`src/rtl/shift_arbiter_if.sv`:
```
// Requester-side handshake bundle for shift_arbiter: two request channels,
// two response channels and the shared response data bus.
interface shift_arbiter_if #(
  parameter int WIDTH = 32,
  parameter int SHAM  = 5
);
  logic             req0_valid;
  logic             req0_ready;
  logic [WIDTH-1:0] req0_op;
  logic [SHAM-1:0]  req0_amount;
  logic             req0_arithm;
  logic             req0_right;

  logic             req1_valid;
  logic             req1_ready;
  logic [WIDTH-1:0] req1_op;
  logic [SHAM-1:0]  req1_amount;
  logic             req1_arithm;
  logic             req1_right;

  logic             rsp0_valid;
  logic             rsp0_ready;
  logic             rsp1_valid;
  logic             rsp1_ready;
  logic [WIDTH-1:0] rsp_result;

  modport master (
    output req0_valid, req0_op, req0_amount, req0_arithm, req0_right,
    output req1_valid, req1_op, req1_amount, req1_arithm, req1_right,
    output rsp0_ready, rsp1_ready,
    input  req0_ready, req1_ready, rsp0_valid, rsp1_valid, rsp_result
  );

  modport slave (
    input  req0_valid, req0_op, req0_amount, req0_arithm, req0_right,
    input  req1_valid, req1_op, req1_amount, req1_arithm, req1_right,
    input  rsp0_ready, rsp1_ready,
    output req0_ready, req1_ready, rsp0_valid, rsp1_valid, rsp_result
  );
endinterface

```
`src/rtl/shift_arbiter.sv`:
```
// Round-robin arbiter sharing one external combinational shifter between two requesters.
// Accept at T, result valid at T+2; one operation in flight, RESP holds until the owner takes it.
module shift_arbiter #(
  parameter int WIDTH = 32,
  parameter int SHAM  = 5
) (
  input  logic             clk,
  input  logic             rst_n,
  input  logic             flush,
  shift_arbiter_if.slave   bus,
  output logic [WIDTH-1:0] sh_op,
  output logic [SHAM-1:0]  sh_amount,
  output logic             sh_arithm,
  output logic             sh_right,
  output logic             sh_enable,
  input  logic [WIDTH-1:0] sh_result,
  output logic             busy
);

  typedef enum logic [1:0] {IDLE, EXEC, RESP} state_t;

  state_t           state;
  state_t           state_nxt;
  logic             last_grant;
  logic             owner;
  logic [WIDTH-1:0] op_q;
  logic [SHAM-1:0]  amount_q;
  logic             arithm_q;
  logic             right_q;
  logic [WIDTH-1:0] result_q;

  logic grant0;
  logic grant1;
  logic accept;
  logic rsp_done;

  // On a tie the requester that did not win last time gets the grant.
  assign grant0 = bus.req0_valid & (~bus.req1_valid | last_grant);
  assign grant1 = bus.req1_valid & (~bus.req0_valid | ~last_grant);

  assign bus.req0_ready = (state == IDLE) & ~flush & grant0;
  assign bus.req1_ready = (state == IDLE) & ~flush & grant1;
  assign accept         = bus.req0_ready | bus.req1_ready;

  assign rsp_done = (state == RESP) & (owner ? bus.rsp1_ready : bus.rsp0_ready);

  always_comb begin
    state_nxt = state;
    if (flush) begin
      state_nxt = IDLE;
    end else begin
      case (state)
        IDLE:    if (accept)   state_nxt = EXEC;
        EXEC:                  state_nxt = RESP;
        RESP:    if (rsp_done) state_nxt = IDLE;
        default:               state_nxt = IDLE;
      endcase
    end
  end

  always_ff @(posedge clk) begin
    if (!rst_n) begin
      state      <= IDLE;
      last_grant <= 1'b1;
      owner      <= 1'b0;
      op_q       <= '0;
      amount_q   <= '0;
      arithm_q   <= 1'b0;
      right_q    <= 1'b0;
      result_q   <= '0;
    end else begin
      state <= state_nxt;
      if (accept) begin
        owner      <= bus.req1_ready;
        last_grant <= bus.req1_ready;
        op_q       <= bus.req1_ready ? bus.req1_op     : bus.req0_op;
        amount_q   <= bus.req1_ready ? bus.req1_amount : bus.req0_amount;
        arithm_q   <= bus.req1_ready ? bus.req1_arithm : bus.req0_arithm;
        right_q    <= bus.req1_ready ? bus.req1_right  : bus.req0_right;
      end
      if (state == EXEC && !flush) begin
        result_q <= sh_result;
      end
    end
  end

  // Shifter inputs are forced to zero outside EXEC so it does not toggle.
  assign sh_enable = (state == EXEC);
  assign sh_op     = sh_enable ? op_q     : '0;
  assign sh_amount = sh_enable ? amount_q : '0;
  assign sh_arithm = sh_enable & arithm_q;
  assign sh_right  = sh_enable & right_q;

  assign bus.rsp0_valid = (state == RESP) & ~owner;
  assign bus.rsp1_valid = (state == RESP) & owner;
  assign bus.rsp_result = result_q;
  assign busy           = (state != IDLE);

endmodule

```
`src/flat_wrapper.sv`:
```
// flat-port wrapper written by rule: the top's interface ports become plain ports
module shift_arbiter_flat 
#(
  parameter int WIDTH = 32,
  parameter int SHAM  = 5
)
  (clk, rst_n, flush, sh_op, sh_amount, sh_arithm, sh_right, sh_enable, sh_result, busy, bus_req0_valid, bus_req0_op, bus_req0_amount, bus_req0_arithm, bus_req0_right, bus_req1_valid, bus_req1_op, bus_req1_amount, bus_req1_arithm, bus_req1_right, bus_rsp0_ready, bus_rsp1_ready, bus_req0_ready, bus_req1_ready, bus_rsp0_valid, bus_rsp1_valid, bus_rsp_result);
  shift_arbiter_if #(.WIDTH(WIDTH), .SHAM(SHAM)) bus_i ();
  input  logic clk;
  input  logic rst_n;
  input  logic flush;
  output logic [WIDTH-1:0] sh_op;
  output logic [SHAM-1:0] sh_amount;
  output logic sh_arithm;
  output logic sh_right;
  output logic sh_enable;
  input  logic [WIDTH-1:0] sh_result;
  output logic busy;
  input wire logic [$bits(bus_i.req0_valid)-1:0] bus_req0_valid;
  input wire logic [$bits(bus_i.req0_op)-1:0] bus_req0_op;
  input wire logic [$bits(bus_i.req0_amount)-1:0] bus_req0_amount;
  input wire logic [$bits(bus_i.req0_arithm)-1:0] bus_req0_arithm;
  input wire logic [$bits(bus_i.req0_right)-1:0] bus_req0_right;
  input wire logic [$bits(bus_i.req1_valid)-1:0] bus_req1_valid;
  input wire logic [$bits(bus_i.req1_op)-1:0] bus_req1_op;
  input wire logic [$bits(bus_i.req1_amount)-1:0] bus_req1_amount;
  input wire logic [$bits(bus_i.req1_arithm)-1:0] bus_req1_arithm;
  input wire logic [$bits(bus_i.req1_right)-1:0] bus_req1_right;
  input wire logic [$bits(bus_i.rsp0_ready)-1:0] bus_rsp0_ready;
  input wire logic [$bits(bus_i.rsp1_ready)-1:0] bus_rsp1_ready;
  output wire logic [$bits(bus_i.req0_ready)-1:0] bus_req0_ready;
  output wire logic [$bits(bus_i.req1_ready)-1:0] bus_req1_ready;
  output wire logic [$bits(bus_i.rsp0_valid)-1:0] bus_rsp0_valid;
  output wire logic [$bits(bus_i.rsp1_valid)-1:0] bus_rsp1_valid;
  output wire logic [$bits(bus_i.rsp_result)-1:0] bus_rsp_result;
  assign bus_i.req0_valid = bus_req0_valid;
  assign bus_i.req0_op = bus_req0_op;
  assign bus_i.req0_amount = bus_req0_amount;
  assign bus_i.req0_arithm = bus_req0_arithm;
  assign bus_i.req0_right = bus_req0_right;
  assign bus_i.req1_valid = bus_req1_valid;
  assign bus_i.req1_op = bus_req1_op;
  assign bus_i.req1_amount = bus_req1_amount;
  assign bus_i.req1_arithm = bus_req1_arithm;
  assign bus_i.req1_right = bus_req1_right;
  assign bus_i.rsp0_ready = bus_rsp0_ready;
  assign bus_i.rsp1_ready = bus_rsp1_ready;
  assign bus_req0_ready = bus_i.req0_ready;
  assign bus_req1_ready = bus_i.req1_ready;
  assign bus_rsp0_valid = bus_i.rsp0_valid;
  assign bus_rsp1_valid = bus_i.rsp1_valid;
  assign bus_rsp_result = bus_i.rsp_result;
  shift_arbiter #(.WIDTH(WIDTH), .SHAM(SHAM)) u_core (.clk(clk), .rst_n(rst_n), .flush(flush), .bus(bus_i), .sh_op(sh_op), .sh_amount(sh_amount), .sh_arithm(sh_arithm), .sh_right(sh_right), .sh_enable(sh_enable), .sh_result(sh_result), .busy(busy));
endmodule
```
`config.mk`:
```
export PLATFORM = sky130hd
export DESIGN_NAME = shift_arbiter_flat
export DESIGN_NICKNAME = d
export VERILOG_FILES = /design/src/rtl/shift_arbiter_if.sv /design/src/rtl/shift_arbiter.sv /design/src/flat_wrapper.sv
export SDC_FILE = /design/constraint.sdc
export NUM_CORES = 1
export LEC_CHECK = 0
export CORE_UTILIZATION = 37
export DETAILED_ROUTE_END_ITERATION = 6
export GPL_ROUTABILITY_DRIVEN = 0
export PLACE_DENSITY = 0.8
export SYNTH_ARGS = -nofsm -noshare
export SYNTH_HDL_FRONTEND = slang
export SYNTH_SLANG_ARGS = --single-unit
export TNS_END_PERCENT = 20
```
`constraint.sdc`:
```
create_clock -name clk -period 2.3 [get_ports clk]
set_clock_uncertainty 0.2 [all_clocks]
set_input_delay 0.46 -clock clk [delete_from_list [all_inputs] [get_ports clk]]
set_output_delay 0.46 -clock clk [all_outputs]
set_load 0.005 [all_outputs]
```
Word level (Yosys, flattened, before mapping)
Cells that the tools add are included.
{"block": "classes", "n_reduce_logical": 6, "muxes": 10, "eq_ne": 4, "bitwise": 19}
{"op": "2-to-1 mux 32 bit", "n": 2}
{"op": "AND 1 bit", "n": 10}
{"op": "2-to-1 mux 5 bit", "n": 2}
{"op": "NOT 1 bit", "n": 6}
{"op": "one-hot mux 2 bit (3 select lines)", "n": 1}
{"op": "2-to-1 mux 2 bit", "n": 2}
{"op": "!= test 2 x 1 -> 1 bit (second input constant)", "n": 2}
{"op": "2-to-1 mux 1 bit", "n": 3}
{"op": "bitwise OR 1 bit", "n": 3}
{"op": "equality test 2 x 1 -> 1 bit (second input constant)", "n": 1}
{"op": "equality test 2 bit (second input constant)", "n": 1}
{"op": "logical NOT 2 bit", "n": 1}
{"op": "AND reduction 2 bit", "n": 1}
{"op": "nonzero test 2 bit", "n": 1}
{"op": "OR reduction 2 bit", "n": 1}
{"op": "logical AND 1 bit", "n": 1}
{"op": "logical NOT 1 bit", "n": 1}
{"block": "totals", "inputBits": 117, "output_inout_bits": 77, "word_cells": 47, "reg_bits": 75}

Logic depth before layout (Yosys ltp)
Gate-level depths: netlist of the first run.
{"block": "depth", "ltp_word": 7, "mapped_depth": 6, "depth_no_buf": 3}

Least setup slack after synthesis of the first run
OpenSTA, ideal clock, no wires.
{"block": "synth_timing", "path_kind": "input -> output", "start": "in flush", "end": "out bus_req1_ready", "arrival_time_ns": 1.166, "n_path_buf": 1, "required_ns": 1.640, "path_stages": 3, "setup_slack_ns": 0.474, "cell_sequence": "or3_1 -> clkbuf_1 -> nor2_1"}
{"block": "synth_via", "elab_chain_cells": 3}
{"item": "start, declared", "line": "flat_wrapper.sv:11", "text": "input logic flush;"}
{"item": "NOT 1 bit", "line": "shift_arbiter.sv:42", "text": "assign bus.req1_ready = (state == IDLE) & ~flush & grant1;"}
{"item": "AND 1 bit (2 in a row)", "line": "shift_arbiter.sv:42"}
{"item": "end, declared", "line": "flat_wrapper.sv:32", "text": "output wire logic [$bits(bus_i.req1_ready)-1:0] bus_req1_ready;"}
Every way passes these cells.

Worst setup path after layout of the first run
{"block": "layout_timing", "start": "reg u_core.state[1]", "end": "out sh_op[9]"}
{"block": "layout_via", "elab_chain_cells": 2}
{"item": "start, declared", "line": "shift_arbiter.sv:22", "text": "state_t state;"}
{"item": "start signal, assigned", "line": "shift_arbiter.sv:72", "text": "state <= state_nxt;"}
{"item": "equality test 2 x 1 -> 1 bit", "line": "shift_arbiter.sv:88", "text": "assign sh_enable = (state == EXEC);"}
{"item": "2-to-1 mux 32 bit", "line": "shift_arbiter.sv:89", "text": "assign sh_op = sh_enable ? op_q : '0;"}
{"item": "end, declared", "line": "flat_wrapper.sv:12", "text": "output logic [WIDTH-1:0] sh_op;"}
Every way passes these cells.

==> impl_results.md, run 1 <==
- Status: finished with violations
- Failing checks: negative setup slack
- Tmin final: 2410 ps
- CTS tree: built
- Core Area: 9240 um2
- Diodes inserted: 0
- Highest clock rate: 414 MHz
- Area grow syn2layout: 69.9%
- Power density cells: 523 nW/um2
- Avg Synthesized Cell Area: 7.99 um2
- Area contributors post-synth: dfxtp_1, a21oi_1, and2_1
- WP buf/inv: 3
- Maximum vdd drop: 0.241 mV
- DR iter-0 viols: 206
- Most common library cells after synthesis: dfxtp_1, a21oi_1, nand2_1
- Worst path slowest cell: clkdlybuf4s50_1
- CP arrival: 1750 ps
- Nets@finish: 748
- Max Cap Viol: 0
- Net Count, Synth: 558
- Kind of critical path: reg -> out
- Clk_lat worst skew: 340 ps
- Slew Viols, Final: 0
- PortBufs: 193
- Global-route wire length before repair: 18,300 um
- Leak: 2.22 nW
- Maximum buffer depth of the clock tree: 2
- Setup violators final: 2
- Hold depth: 2
- Initial antenna violation count: 0
- Largest net degree at the start of global routing: 41
- Number of global-route vias before repair: 3,844
- Avg WL per Cell: 15.4 um
- Pre-CTS WS: -306 ps
- Count leader, synth: dfxtp_1
- HPWL after detailed placement: 8240 um
- Layout fillers: 782
- Reg2Reg Setup Slack: 180 ps
- Total number of vias: 4,009
- Worst reg-to-reg path cell count: 7
- Synthesized instance count: 441
- Final std cells w/o fill: 765
- Total gr overflow: 0
- WP depth: 5
- Root Buffer: clkbuf_8
- DRC Markers: 0
- Hold Buf Count CTS: 0
- Clock-pin slew on the worst setup and hold paths: 70 ps
- Worst Hold Launch: u_core.bus.rsp_result[0]
- H-tree Lvls: 3
- P_sw: 0.000804 W
- Layout cells sized above 1: 0.119
- FF-to-FF Start: u_core.state[0]
- Combinational power share: 0.196
- Die ar.: 9920 um2
- Int Pwr: 0.00233 W
- Ys async rst share: 0
- Num Clock Sinks: 75
- GRT Overall Usage: 0.233
- Worst slew pin tran: 375 ps
- Cells after DPL: 744
- Clock power frac: 0.356
- Synth warn: 0
- Critical-path maximum fanout: 21
- Final period util: 1.05
- Num ports: 194
- Cell Area, Synth: 3520 um2
- Via density: 5.24
- CP peak stage delay: 500 ps
- Critical-path cell list: nor2b_4 -> buf_4 -> buf_12 -> and2_1 -> clkdlybuf4s50_1
- EDFF count, synth: 0
- DRT antenna net count: 0
- Seq pwr share: 0.448
- Seq/Total Area, Yosys: 0.426
- Top delay family on crit path: buffers and inverters
- Startpoint Class: register
- RSZ-0062 raised after global routing: yes
- Distinct cells, synth: 29
- Placement Cell Area: 5700 um2
- Die Span Y: 99.6 um
- Dominant synthesized flop cell: dfxtp_1
- Slew headroom: 0.750
- 1st-pass router iterations: 5
- CP required: 1640 ps
- Post-Route WL: 11,800 um
- Hold Crit Class: reg -> reg
- Rows: 35
- Worst Setup End Kind: primary output
- Initial core utilization: 0.381
- Worst setup margin: -113 ps
- Reg-to-reg endpoint: u_core.op_q[28]
- Die width: 99.6 um
- Worst hold endpoint: u_core.bus.rsp_result[0]
- Synth top area share: 0.426
- Finished Cell Area: 5990 um2
- Largest area contributor in the netlist: dfxtp_1
- Yosys reg bits: 75
- Sw Share: 0.257
- Fin. Hold Viols: 0
- CTS Buf Count: 9
## cell type report
cell class | instances | area [um2] | share of cell area
inverters | 3 | 11.3 | 0.00188
repair buffers | 226 | 2240 | 0.374
clock inverters | 6 | 90.1 | 0.0150
flip-flops and latches | 75 | 1510 | 0.252
well taps | 129 | 161 | 0.0270
clock buffers | 10 | 128 | 0.0213
multi-input cells | 316 | 1850 | 0.309
## routing by layer
metal / vias up / routed length, um / GRT usage
met5: - / 0 / 0
met4: 0 / 273 / 0.0984
met3: 20 / 898 / 0.0527
met2: 166 / 5760 / 0.412
met1: 1881 / 4850 / 0.270
li1: 1942 / - / -
## layout by cell type, fill, tap and decap left out, types with 2 or more instances in the layout
cell type	n
clkdlybuf4s50_1	150
dfxtp_1	73
a21oi_1	72
nand2_1	65
o21ai_0	39
nand3_1	39
and2_1	38
a311oi_1	29
buf_4	25
dlygate4sd2_1	22
clkdlybuf4s15_1	18
a311oi_2	10
clkbuf_8	9
buf_12	5
and2_4	3
nand2b_1	2
inv_1	2
nor2_1	2
bufinv_16	2
clkinv_4	2
buf_6	2
## logic make-up (layout without fill, tap and decap cells)
logic type / Yosys count / in the layout / synth area share
and+or+nand+nor: 160 / 160 / 0.227
AOI/OAI and AO/OA: 155 / 155 / 0.284
DFF: 75 / 75 / 0.426
buffers and inverters: 50 / 245 / 0.0600
muxes: 1 / 1 / 0.00284
## tightest hold or removal path, cell delays in order (launching register included)
cell and delay (ps):
dfxtp_1 310, nand2_1 50, a21oi_1 50
## how the worst max path moves through the flow
stage | startpoint | end | slack [ps]
final | u_core.state[1] | sh_op[9] | -110
after global routing | u_core.state[1] | sh_op[9] | -180
after CTS | u_core.state[1] | sh_op[9] | -170
after detailed placement | flush | u_core.op_q[28] | -310
after global placement | flush | bus_req1_ready | -270
after floorplan | flush | bus_req1_ready | 470
## stage by stage
step / utilization / setup TNS [ps] / hold WS (ps) / total power, W
3_3_place_gp: 0.617 / -5100 / 242 / 0.00202
2_1_floorplan: - / 0 / 253 / 0.00169
6_report: 0.648 / -217 / 256 / 0.00313
4_1_cts: 0.643 / -487 / 259 / 0.00315
5_1_grt: 0.648 / -409 / 278 / 0.00328
3_5_place_dp: 0.617 / -7110 / 248 / 0.00204
## sequential cells by signal, summed over array words and instances, names as in the netlist
| signal | flops |
|---|---|
| u_core.last_grant | 1 |
| u_core.bus.rsp_result | 32 |
| u_core.op_q | 32 |
| u_core.right_q | 1 |
| u_core.arithm_q | 1 |
| u_core.amount_q | 5 |
| u_core.owner | 1 |
| u_core.state | 2 |
## power groups by stage
| stage | clock, W | sequential, W | combinational (W) |
|---|---|---|---|
| floorplan | 0 | 0.00143 | 0.000266 |
| global placement | 0 | 0.00143 | 0.000592 |
| detailed placement | 0 | 0.00143 | 0.000606 |
| CTS | 0.00114 | 0.00140 | 0.000611 |
| global route | 0.00120 | 0.00141 | 0.000664 |
| finish | 0.00112 | 0.00140 | 0.000614 |
## repair_timing
action | CTS | global route
gates resized for setup | 52 | 25
endpoints found under the setup margin | 44 | 9
pin swaps | 0 | 1
buffers inserted | 3 | 1
endpoints found under the hold margin | 0 | 0
gates cloned | 1 | 0
Power figures use the tool's default switching activity.
==> run 2: changes to the inputs <==
--- a/config.mk
+++ b/config.mk
@@ -9,6 +9,7 @@
 export DETAILED_ROUTE_END_ITERATION = 6
 export GPL_ROUTABILITY_DRIVEN = 0
 export PLACE_DENSITY = 0.8
+export SETUP_SLACK_MARGIN = 0.1
 export SYNTH_ARGS = -nofsm -noshare
 export SYNTH_HDL_FRONTEND = slang
 export SYNTH_SLANG_ARGS = --single-unit
==> impl_results.md, run 2 (synthesis gave the netlist of run 1 again) <==
- Status: complete, no violations
- Maximum buffer depth of the clock tree: 2
- Worst slew pin tran: 374 ps
- Maximum vdd drop: 0.264 mV
- Hold Buf Count CTS: 0
- Die Span Y: 99.6 um
- Setup violators final: 0
- HPWL after detailed placement: 8240 um
- Slew Viols, Final: 0
- Worst Setup End Kind: primary output
- Largest net degree at the start of global routing: 41
- Leak: 2.24 nW
- Highest clock rate: 448 MHz
- CP arrival: 1570 ps
- Total gr overflow: 0
- DR iter-0 viols: 202
- Worst Hold Slack: 257 ps
- Total power: 0.00317 W
- Post-Route WL: 12,500 um
- Kind of critical path: reg -> out
- Nets@finish: 757
- Final period util: 0.971
- Final std cells w/o fill: 774
- Num ports: 194
- Clk_lat worst skew: 340 ps
- Avg WL per Cell: 16.1 um
- H-tree Lvls: 3
- Die width: 99.6 um
- Core Util, Final: 0.661
- Initial antenna violation count: 0
- Layout cells sized above 1: 0.174
- DRT antenna net count: 0
- PortBufs: 193
- Tmin final: 2230 ps
- Power density cells: 518 nW/um2
- Initial core utilization: 0.381
- Hold Crit Class: reg -> reg
- Met3 usage: 0.0520
- RSZ-0062 raised after global routing: yes
- Max Cap Viol: 0
- CTS tree: built
- Most common cell after layout, fill and taps aside: clkdlybuf4s50_1
- Global-route wire length before repair: 19,200 um
- Area grow syn2layout: 73.4%
- Die ar.: 9920 um2
- CP required: 1640 ps
- CTS Buf Count: 9
- Number of global-route vias before repair: 3,985
- Root Buffer: clkbuf_8
- Clock-pin slew on the worst setup and hold paths: 70 ps
- Total number of vias: 4,062
- Setup TNS: 0 ps
- Layout fillers: 777
- Fin. Hold Viols: 0
- Slew headroom: 0.750
- Core Area: 9240 um2
- Via density: 5.25
- Global route hottest layer: met2
- GRT met2 Usage: 0.434
- Most frequent cells in the layout: clkdlybuf4s50_1, dfxtp_1, a21oi_1
- Critical-path maximum fanout: 5
- DRC Markers: 0
- 1st-pass router iterations: 4
- Diodes inserted: 0
- Startpoint Class: register
- Rows: 35
- Cells after DPL: 744
- GRT Overall Usage: 0.246
- Met1 usage in global routing: 0.286
- Num Clock Sinks: 75
-- run 2: report_power, final --
part	switching [W]	internal, W	total [W]
clock network	0.000501	0.000613	0.00111
logic	0.000278	0.000368	0.000646
registers	0.0000367	0.00137	0.00141
-- run 2: layout make-up --
type	instances	area, um2	share of cell area
Clock buffer	10	128	0.0209
Timing Repair Buffer	235	2340	0.383
Sequential cell	75	1510	0.247
Clock inverter	6	90.1	0.0147
Tap cell	129	161	0.0264
Multi-Input combinational cell	316	1870	0.306
Inverter	3	11.3	0.00184
-- run 2: worst max-delay path, cell delays in order, from the launching register on --
cell and delay, ps:
dfxtp_2 330, nor2b_4 130, buf_4 130, buf_12 130, clkbuf_16 150, and2_1 150
clkdlybuf4s15_1 200
-- run 2: what timing repair did --
action                                  in CTS  in global routing
endpoints found under the setup margin      46                 66
cloned                                       4                  1
buffers inserted                             8                  2
gates resized for setup                    123                 31
pin swaps                                    6                  0
-- run 2: metal layers --
layer	part of all wire	up-vias
met2	0.49	169
met4	0.026	0
met5	0	-
li1	-	1969
met1	0.41	1902
met3	0.073	22
-- run 2: through the flow --
stage / worst slack (ps) / area (um2)
after floorplan: 474 / 3520
after global placement: -270 / 5700
after detailed placement: -306 / 5700
after CTS: -16.6 / 6100
after global routing: 16.6 / 6110
final: 66.1 / 6110
-- run 2: final timing paths --
check / endpoint / from / slack [ps] / cells after the start
hold / removal: u_core.bus.rsp_result[0] / u_core.bus.rsp_result[0] / 260 / 2
setup reg to reg: u_core.op_q[28] / u_core.state[0] / 210 / 7
setup / recovery: sh_op[24] / u_core.state[0] / 70 / 6
hold reg to reg: u_core.bus.rsp_result[0] / u_core.bus.rsp_result[0] / 260 / 2
